### config.mk
export PLATFORM = sky130hd
export DESIGN_NAME = de2_115_debounced_input_port_flat
export DESIGN_NICKNAME = d
export VERILOG_FILES = /design/src/rtl/de2_115_debounced_input_port_if.sv /design/src/rtl/de2_115_debounced_input_port.sv /design/src/flat_wrapper.sv
export SDC_FILE = /design/constraint.sdc
export NUM_CORES = 1
export LEC_CHECK = 0
export CAP_MARGIN = 15
export CORE_MARGIN = 1
export CORE_UTILIZATION = 45
export DETAILED_ROUTE_END_ITERATION = 12
export PLACE_DENSITY = 0.65
export SLEW_MARGIN = 25
export SYNTH_ARGS = -nofsm -noshare
export SYNTH_HDL_FRONTEND = slang
export SYNTH_SLANG_ARGS = --single-unit
### constraint.sdc
create_clock -name clk -period 1.9 [get_ports clk]
set_clock_uncertainty 0.05 [all_clocks]
set_input_delay 0.38 -clock clk [delete_from_list [all_inputs] [get_ports clk]]
set_output_delay 0.38 -clock clk [all_outputs]
set_load 0.02 [all_outputs]
### src/rtl/de2_115_debounced_input_port_if.sv
// rtl/de2_115_debounced_input_port_if.sv - Avalon-MM slave bus bundle for the debounced input port
interface de2_115_debounced_input_port_if;
  logic [1:0]  address;
  logic        chipselect;
  logic        read;
  logic        write;
  logic [31:0] writedata;
  logic [31:0] readdata;

  modport master (
    output address, chipselect, read, write, writedata,
    input  readdata
  );

  modport slave (
    input  address, chipselect, read, write, writedata,
    output readdata
  );
endinterface

### src/rtl/de2_115_debounced_input_port.sv
// rtl/de2_115_debounced_input_port.sv - synchronised, debounced input bank with edge capture and irq
// Define DE2_INPUT_RAW_READ_EN to expose the synchronised pre-debounce vector at address 1.
module de2_115_debounced_input_port #(
  parameter int          DW              = 18,
  parameter int          DEBOUNCE_CYCLES = 50000,
  parameter int          EDGE_TYPE       = 2,
  parameter logic [31:0] INIT_VAL        = 32'h0
) (
  input  logic                          clk,
  input  logic                          reset,
  input  logic [DW-1:0]                 pins,
  de2_115_debounced_input_port_if.slave avs,
  output logic                          irq
);
  localparam int            CW      = (DEBOUNCE_CYCLES > 1) ? $clog2(DEBOUNCE_CYCLES) : 1;
  localparam logic [CW-1:0] CNT_MAX = CW'(DEBOUNCE_CYCLES - 1);

  logic [DW-1:0] sync1_q, sync2_q;
  logic [DW-1:0] stable_q, stable_d;
  logic [CW-1:0] cnt_q [DW];
  logic [CW-1:0] cnt_d [DW];
  logic [DW-1:0] edgecap_q, edgecap_d;
  logic [DW-1:0] mask_q, mask_d;
  logic [DW-1:0] edge_hit;
  logic [31:0]   readdata_q, readdata_d, rd_mux;
  logic          irq_q, irq_d;
  logic          wr_en, rd_en;
  logic          unused_wdata;

  assign unused_wdata = ^avs.writedata;

  // A bit only flips after DEBOUNCE_CYCLES consecutive disagreeing samples; any agreement restarts the count.
  always_comb begin
    stable_d = stable_q;
    for (int b = 0; b < DW; b++) begin
      cnt_d[b] = '0;
      if (sync2_q[b] != stable_q[b]) begin
        if (cnt_q[b] == CNT_MAX) begin
          stable_d[b] = sync2_q[b];
        end else begin
          cnt_d[b] = cnt_q[b] + CW'(1);
        end
      end
    end
  end

  always_comb begin
    case (EDGE_TYPE)
      0:       edge_hit = stable_d & ~stable_q;
      1:       edge_hit = ~stable_d & stable_q;
      default: edge_hit = stable_d ^ stable_q;
    endcase
  end

  always_comb begin
    wr_en     = avs.chipselect & avs.write;
    rd_en     = avs.chipselect & avs.read;
    mask_d    = mask_q;
    edgecap_d = edgecap_q;
    if (wr_en && avs.address == 2'd2) begin
      mask_d = avs.writedata[DW-1:0];
    end
    if (wr_en && avs.address == 2'd3) begin
      edgecap_d = edgecap_q & ~avs.writedata[DW-1:0];
    end
    // New edges are ORed in after the clear so a same-cycle set survives.
    edgecap_d = edgecap_d | edge_hit;

    rd_mux = '0;
    case (avs.address)
      2'd0:    rd_mux = 32'(stable_q);
`ifdef DE2_INPUT_RAW_READ_EN
      2'd1:    rd_mux = 32'(sync2_q);
`endif
      2'd2:    rd_mux = 32'(mask_q);
      2'd3:    rd_mux = 32'(edgecap_q);
      default: rd_mux = '0;
    endcase
    readdata_d = rd_en ? rd_mux : readdata_q;
    irq_d      = |(edgecap_q & mask_q);
  end

  always_ff @(posedge clk) begin
    if (reset) begin
      sync1_q    <= INIT_VAL[DW-1:0];
      sync2_q    <= INIT_VAL[DW-1:0];
      stable_q   <= INIT_VAL[DW-1:0];
      edgecap_q  <= '0;
      mask_q     <= '0;
      readdata_q <= '0;
      irq_q      <= 1'b0;
      for (int b = 0; b < DW; b++) begin
        cnt_q[b] <= '0;
      end
    end else begin
      sync1_q    <= pins;
      sync2_q    <= sync1_q;
      stable_q   <= stable_d;
      edgecap_q  <= edgecap_d;
      mask_q     <= mask_d;
      readdata_q <= readdata_d;
      irq_q      <= irq_d;
      for (int b = 0; b < DW; b++) begin
        cnt_q[b] <= cnt_d[b];
      end
    end
  end

  assign avs.readdata = readdata_q;
  assign irq          = irq_q;
endmodule

### src/flat_wrapper.sv
// flat-port wrapper written by rule: the top's interface ports become plain ports
module de2_115_debounced_input_port_flat 
#(
  parameter int          DW              = 18,
  parameter int          DEBOUNCE_CYCLES = 50000,
  parameter int          EDGE_TYPE       = 2,
  parameter logic [31:0] INIT_VAL        = 32'h0
)
  (clk, reset, pins, irq, avs_address, avs_chipselect, avs_read, avs_write, avs_writedata, avs_readdata);
  de2_115_debounced_input_port_if avs_i ();
  input  logic clk;
  input  logic reset;
  input  logic [DW-1:0] pins;
  output logic irq;
  input wire logic [$bits(avs_i.address)-1:0] avs_address;
  input wire logic [$bits(avs_i.chipselect)-1:0] avs_chipselect;
  input wire logic [$bits(avs_i.read)-1:0] avs_read;
  input wire logic [$bits(avs_i.write)-1:0] avs_write;
  input wire logic [$bits(avs_i.writedata)-1:0] avs_writedata;
  output wire logic [$bits(avs_i.readdata)-1:0] avs_readdata;
  assign avs_i.address = avs_address;
  assign avs_i.chipselect = avs_chipselect;
  assign avs_i.read = avs_read;
  assign avs_i.write = avs_write;
  assign avs_i.writedata = avs_writedata;
  assign avs_readdata = avs_i.readdata;
  de2_115_debounced_input_port #(.DW(DW), .DEBOUNCE_CYCLES(DEBOUNCE_CYCLES), .EDGE_TYPE(EDGE_TYPE), .INIT_VAL(INIT_VAL)) u_core (.clk(clk), .reset(reset), .pins(pins), .avs(avs_i), .irq(irq));
endmodule
==> qor.txt, run 1 <==
status: complete, no violations
Initial Util: 45.6%
Top-Level Pins: 90
largest net degree at the start of global routing: 37
Placed Cells: 2496
clock edge transition at the registers on the reported setup and hold paths: 0.06 ns
Die W: 197 um
Antenna Nets Post-Route: 0
Finished Cell Area: 0.0204 mm^2
pwr dens: 856 mW/mm^2
Mapped Area: 0.0171 mm^2
drt first pass iters: 5
Worst Hold Class: in2reg
Synth cell types: 52
crit path launch type: flip-flop
first-pass GRT wire length: 58900 um
Post-DP Area: 0.0189 mm^2
DR vias/cell: 5.08
Final period util: 95.0%
die height: 197 um
sequential element share of the synthesized area: 46.4%
DP HPWL: 24300 um
total clock sinks: 397
DRT iter0 DRCs: 594
Core ar.: 0.0376 mm^2
WL/cell: 13.6 um
Setup CP Type: reg2reg
Placer Congestion: 0.846
CTS max path bufs: 3
drc violations: 0
routed wire length: 35000 um
CTS buffer count: 43
worst vdd ir: 0.000633 V
synth warn: 0
Final Setup Violations: 0
post-synthesis cell type with the largest combined area: dfxtp_1
leakage power: 6.58 nW
mean area per synthesized cell: 9.03 um^2
Hold Buf Count CTS: 0
final setup TNS: 0 ns
pre-CTS WS: -0.0726 ns
Layout Nets: 2107
Tmin final: 1.81 ns
Total Power: 17.4 mW
critical path's largest stage delay: 0.58 ns
CP Max Fanout: 16
Clk Latency, worst-skew pair: 0.57 ns
root buf cell: clkbuf_16
Pins Over Slew Limit: 0
via count: 13100
Required @ worst endpoint: 2.28 ns
crit-path cells: or4_1 -> nor4_4 -> or3b_1 -> buf_12 -> a21oi_1
top cell type's share of synthesized area: 46.4%
commonest non-fill, non-tap cell in the layout: dfxtp_1
final global-route overflow total: 0
Post-synth EDFFs: 0
Seq cells post-synth: 397
final worst-path setup slack: 0.0949 ns
cell count after synthesis: 1896
H-tree depth: 2
CTS tree: done
CP max-delay cell: or4_1
Worst Path Arrival: 2.19 ns
P&R area growth vs syn: 19.0%
Total GRT Usage: 18.3%
initial antenna violation count: 3
Port-buffer cells: 61
fin cells: 2578
Critical Path Sink Type: flip-flop
Final Hold Fails: 0
RSZ-0062 raised after global routing: false
Synth area leaders: dfxtp_1 46%, xnor2_1 9.5%, nor2_1 8.1%
vias in the first global route: 12500
die area: 0.0389 mm^2
FFs w/ async S/R, synth: 0%
Synth Flop Type: dfxtp_1
layout cell share with drive strength beyond 1: 10.1%
commonest non-fill, non-tap cells in the layout: 397 x dfxtp_1, 366 x nor2_1, 185 x xnor2_1
number of placement rows: 71
max cap viols: 0
fmax: 554 MHz
## critical path, delay by kind of cell, from the launching register on
| kind | cells | cell delay [ns] |
|---|---|---|
| buffers and inverters | 1 | 0.15 |
| AO/OA/AOI/OAI | 1 | 0.04 |
| flip-flops | 1 | 0.31 |
| AND/OR/NAND/NOR | 3 | 1.14 |
## cell usage after synthesis (36+ instances only)
cell type  instances
nor2b_1           36
nor2_1           368
nor3_1            47
xor2_1            74
clkbuf_1          37
inv_1             59
nand2_1          120
dfxtp_1          397
nand3_1           86
nor4_1            52
xnor2_1          185
nand4_1           77
## flip-flops by register name, indices dropped and copies added (netlist names)
register             cells
u_core.avs.readdata     18
u_core.cnt_q           288
u_core.edgecap_q        18
u_core.irq               1
u_core.mask_q           18
u_core.stable_q         18
u_core.sync1_q          18
u_core.sync2_q          18
## kinds of logic after synthesis
kind of cell	count (synthesis)	synth area share, %
other cells	1	0.0219
simple gates	943	28.6
xor+xnor	259	13.2
buf+inv	138	4.14
compound gates	105	4.07
mux	35	2.18
fa+ha+maj	18	1.31
flops	397	46.4
## layout make-up
type	count	area (um^2)
Fill cell	3449	17200
Multi-Input combinational cell	1374	8550
Sequential cell	397	7950
Timing Repair Buffer	157	1570
Clock buffer	61	1270
Tap cell	511	639
Inverter	59	221
Clock inverter	18	180
Antenna cell	1	2.50
## layer usage
layer | part of all wire (%) | GRT usage (%) | vias to the layer above
li1 | - | - | 6758
met1 | 47 | 23.2 | 6101
met2 | 46 | 30.6 | 167
met3 | 3.9 | 3.19 | 67
met4 | 3.1 | 7.35 | 4
met5 | 0.097 | 0 | -
## per-stage QoR
stage          hold slack [ns]  util, %
6_report                 0.134     54.2
3_5_place_dp             0.376     50.3
3_3_place_gp             0.366     50.3
2_1_floorplan            0.364        -
4_1_cts                  0.102     54.1
5_1_grt                  0.141     54.2
## final timing paths
| check | startpoint | endpoint | slack (ns) | cells after the start |
|---|---|---|---|---|
| max | u_core.cnt_q[2][43] | u_core.cnt_q[2][47] | 0.09 | 5 |
| min | reset | u_core.stable_q[13] | 0.13 | 2 |
| max reg2reg | u_core.cnt_q[2][43] | u_core.cnt_q[2][47] | 0.09 | 5 |
| min reg2reg | u_core.sync1_q[5] | u_core.sync2_q[5] | 0.38 | 1 |
## report_power, final
part           switching, mW  internal, mW
Sequential            0.0468          8.40
Combinational          0.295         0.246
Clock                   3.37          5.08
Total                   3.71          13.7
## repair_timing
action                                  CTS  global route
setup buffers                             0             2
endpoints found under the setup margin   19            45
pin swaps                                 0             3
resized for setup                        19             3
Note: power is estimated with default switching activity, not from simulation.
==> run 2: changes to the inputs <==
--- a/config.mk
+++ b/config.mk
@@ -9,7 +9,7 @@
 export CORE_MARGIN = 1
 export CORE_UTILIZATION = 45
 export DETAILED_ROUTE_END_ITERATION = 12
-export PLACE_DENSITY = 0.65
+export PLACE_DENSITY_LB_ADDON = 0.08
 export SLEW_MARGIN = 25
 export SYNTH_ARGS = -nofsm -noshare
 export SYNTH_HDL_FRONTEND = slang
==> run 2 against run 1 <==
  * Register-to-register slack lost 0.06 ns
  * Final cell count is 0.85% higher
  * Power up 2.4%
  * Critical path depth is the same
  * Worst setup slack got worse by 0.061 ns
  * Sequential power hardly changed
  * Non-clock buffer count grew 23
  * Sequential share of layout area fell by 0.35 points
  * Count of clock-buffer cells in the layout shrank 1
  * Global-route usage rose by 0.25 points
  * Routed wire length rose by 1.2%
==> qor.txt, run 2 (synthesis gave the netlist of run 1 again) <==
final global-route overflow total: 0 (unchanged)
Layout Nets: 2131 (was 2107)
drc violations: 0 (unchanged)
drt first pass iters: 5 (unchanged)
fmax: 536 MHz (was 554 MHz)
Clk Latency, worst-skew pair: 0.57 ns (about the same)
Final period util: 98.2% (was 95.0%)
leakage power: 6.73 nW (was 6.58 nW)
Tmin final: 1.87 ns (was 1.81 ns)
root buf cell: clkbuf_16 (unchanged)
vias in the first global route: 12300 (was 12500)
routed wire length: 35400 um (was 35000 um)
Worst Path Arrival: 2.26 ns (was 2.19 ns)
Initial Util: 45.6% (unchanged)
via count: 13100 (about the same)
CP Max Fanout: 16 (unchanged)
Placer Congestion: 0.841 (was 0.846)
# fillers: 3422 (was 3449)
total clock sinks: 397 (unchanged)
first-pass GRT wire length: 59900 um (was 58900 um)
crit-path cells: or4bb_4 -> nor4_4 -> or3b_4 -> buf_12 -> nor2_1 (was or4_1 -> nor4_4 -> or3b_1 -> buf_12 -> a21oi_1)
CP max-delay cell: or4bb_4 (was or4_1)
DR vias/cell: 5.03 (was 5.08)
P&R area growth vs syn: 20.2% (was 19.0%)
CTS tree: done (unchanged)
worst vdd ir: 0.000722 V (was 0.000633 V)
Die W: 197 um (unchanged)
Largest register FFs: 288 (unchanged)
largest net degree at the start of global routing: 31 (was 37)
fin cells: 2600 (was 2578)
Pins Over Slew Limit: 0 (unchanged)
number of placement rows: 71 (unchanged)
CTS buffer count: 44 (was 43)
critical path's largest stage delay: 0.55 ns (was 0.58 ns)
Total Power: 17.9 mW (was 17.4 mW)
status: complete, no violations (unchanged)
pwr dens: 868 mW/mm^2 (was 856 mW/mm^2)
Port-buffer cells: 61 (unchanged)
commonest non-fill, non-tap cells in the layout: 393 x dfxtp_1, 366 x nor2_1, 185 x xnor2_1 (was 397 x dfxtp_1, 366 x nor2_1, 185 x xnor2_1)
die area: 0.0389 mm^2 (unchanged)
Required @ worst endpoint: 2.29 ns (was 2.28 ns)
final worst-path setup slack: 0.0341 ns (was 0.0949 ns)
WL/cell: 13.6 um (about the same)
clock edge transition at the registers on the reported setup and hold paths: 0.06 ns (about the same)
Final Setup Violations: 0 (unchanged)
pre-CTS WS: -0.0964 ns (was -0.0726 ns)
die height: 197 um (unchanged)
Antenna Nets Post-Route: 0 (unchanged)
DRT iter0 DRCs: 642 (was 594)
Core ar.: 0.0376 mm^2 (unchanged)
Critical Path Sink Type: flip-flop (unchanged)
H-tree depth: 2 (unchanged)
crit path launch type: flip-flop (unchanged)
layout cell share with drive strength beyond 1: 11.4% (was 10.1%)
initial antenna violation count: 5 (was 3)
Placed Cells: 2521 (was 2496)
Worst Hold Class: in2reg (unchanged)
Setup CP Type: reg2reg (unchanged)
Top-Level Pins: 90 (unchanged)
RSZ-0062 raised after global routing: true (was false)
commonest non-fill, non-tap cell in the layout: dfxtp_1 (unchanged)
register with the most flip-flops: u_core.cnt_q (unchanged)
max cap viols: 0 (unchanged)
Final Hold Fails: 0 (unchanged)
CTS max path bufs: 3 (unchanged)
Total GRT Usage: 18.5% (was 18.3%)
DP HPWL: 24900 um (was 24300 um)
==> run 2: timing repair <==
item,CTS,global route
setup buffers,0,0
gates resized for setup,20,10
pin swaps,0,6
endpoints found under the hold margin,0,0
hold buffers,0,0
endpoints found under the setup margin,36,59
==> run 2: layer usage <==
layer	vias to the layer above	track usage [%]	part of all wire, %	wire (um)
li1	6807	-	-	-
met1	6038	24.9	49	17500
met2	159	29.4	44	15700
met3	57	3.81	3.9	1400
met4	6	6.37	2.3	819
met5	-	0	0.12	44
==> run 2: final timing paths <==
check                      startpoint                 end  slack (ns)  cells after the start
hold / removal                  reset  u_core.stable_q[5]        0.15                      2
setup / recovery  u_core.cnt_q[4][10]  u_core.cnt_q[4][2]        0.03                      5
hold reg to reg    u_core.sync1_q[17]  u_core.sync2_q[17]        0.38                      1
setup reg to reg  u_core.cnt_q[4][10]  u_core.cnt_q[4][2]        0.03                      5
==> run 2: through the flow <==
stage | utilization, % | hold WS [ns] | instance area, um^2 | TNS (ns)
floorplan | - | 0.364 | 17200 | 0
global placement | 50.7 | 0.370 | 19000 | -1.80
detailed placement | 50.7 | 0.376 | 19000 | -2.15
CTS | 54.7 | 0.127 | 20500 | 0
global route | 54.8 | 0.153 | 20600 | -0.0192
finish | 54.8 | 0.150 | 20600 | 0
==> run 2: power by group <==
part / internal (mW) / switching (mW) / total [mW] / leakage, nW
combinational: 0.247 / 0.294 / 0.540 / 2.76
sequential: 8.40 / 0.0478 / 8.45 / 3.21
clock: 5.49 / 3.39 / 8.88 / 0.756
total: 14.1 / 3.73 / 17.9 / 6.73
==> run 2: final cells by class <==
class,count,area [um^2],share of cell area [%]
repair buffers,180,1680,8.15
clock inverters,18,250,1.22
inverters,59,221,1.08
well taps,511,639,3.11
clock buffers,60,1270,6.18
multi-input cells,1374,8570,41.6
diodes,1,2.50,0.0122
flip-flops and latches,397,7950,38.6
==> run 2: critical path: cells and delay by family (launching register included) <==
family | cells | cell delay [ns]
buffers and inverters | 1 | 0.14
and+or+nand+nor | 4 | 1.22
DFF | 1 | 0.34
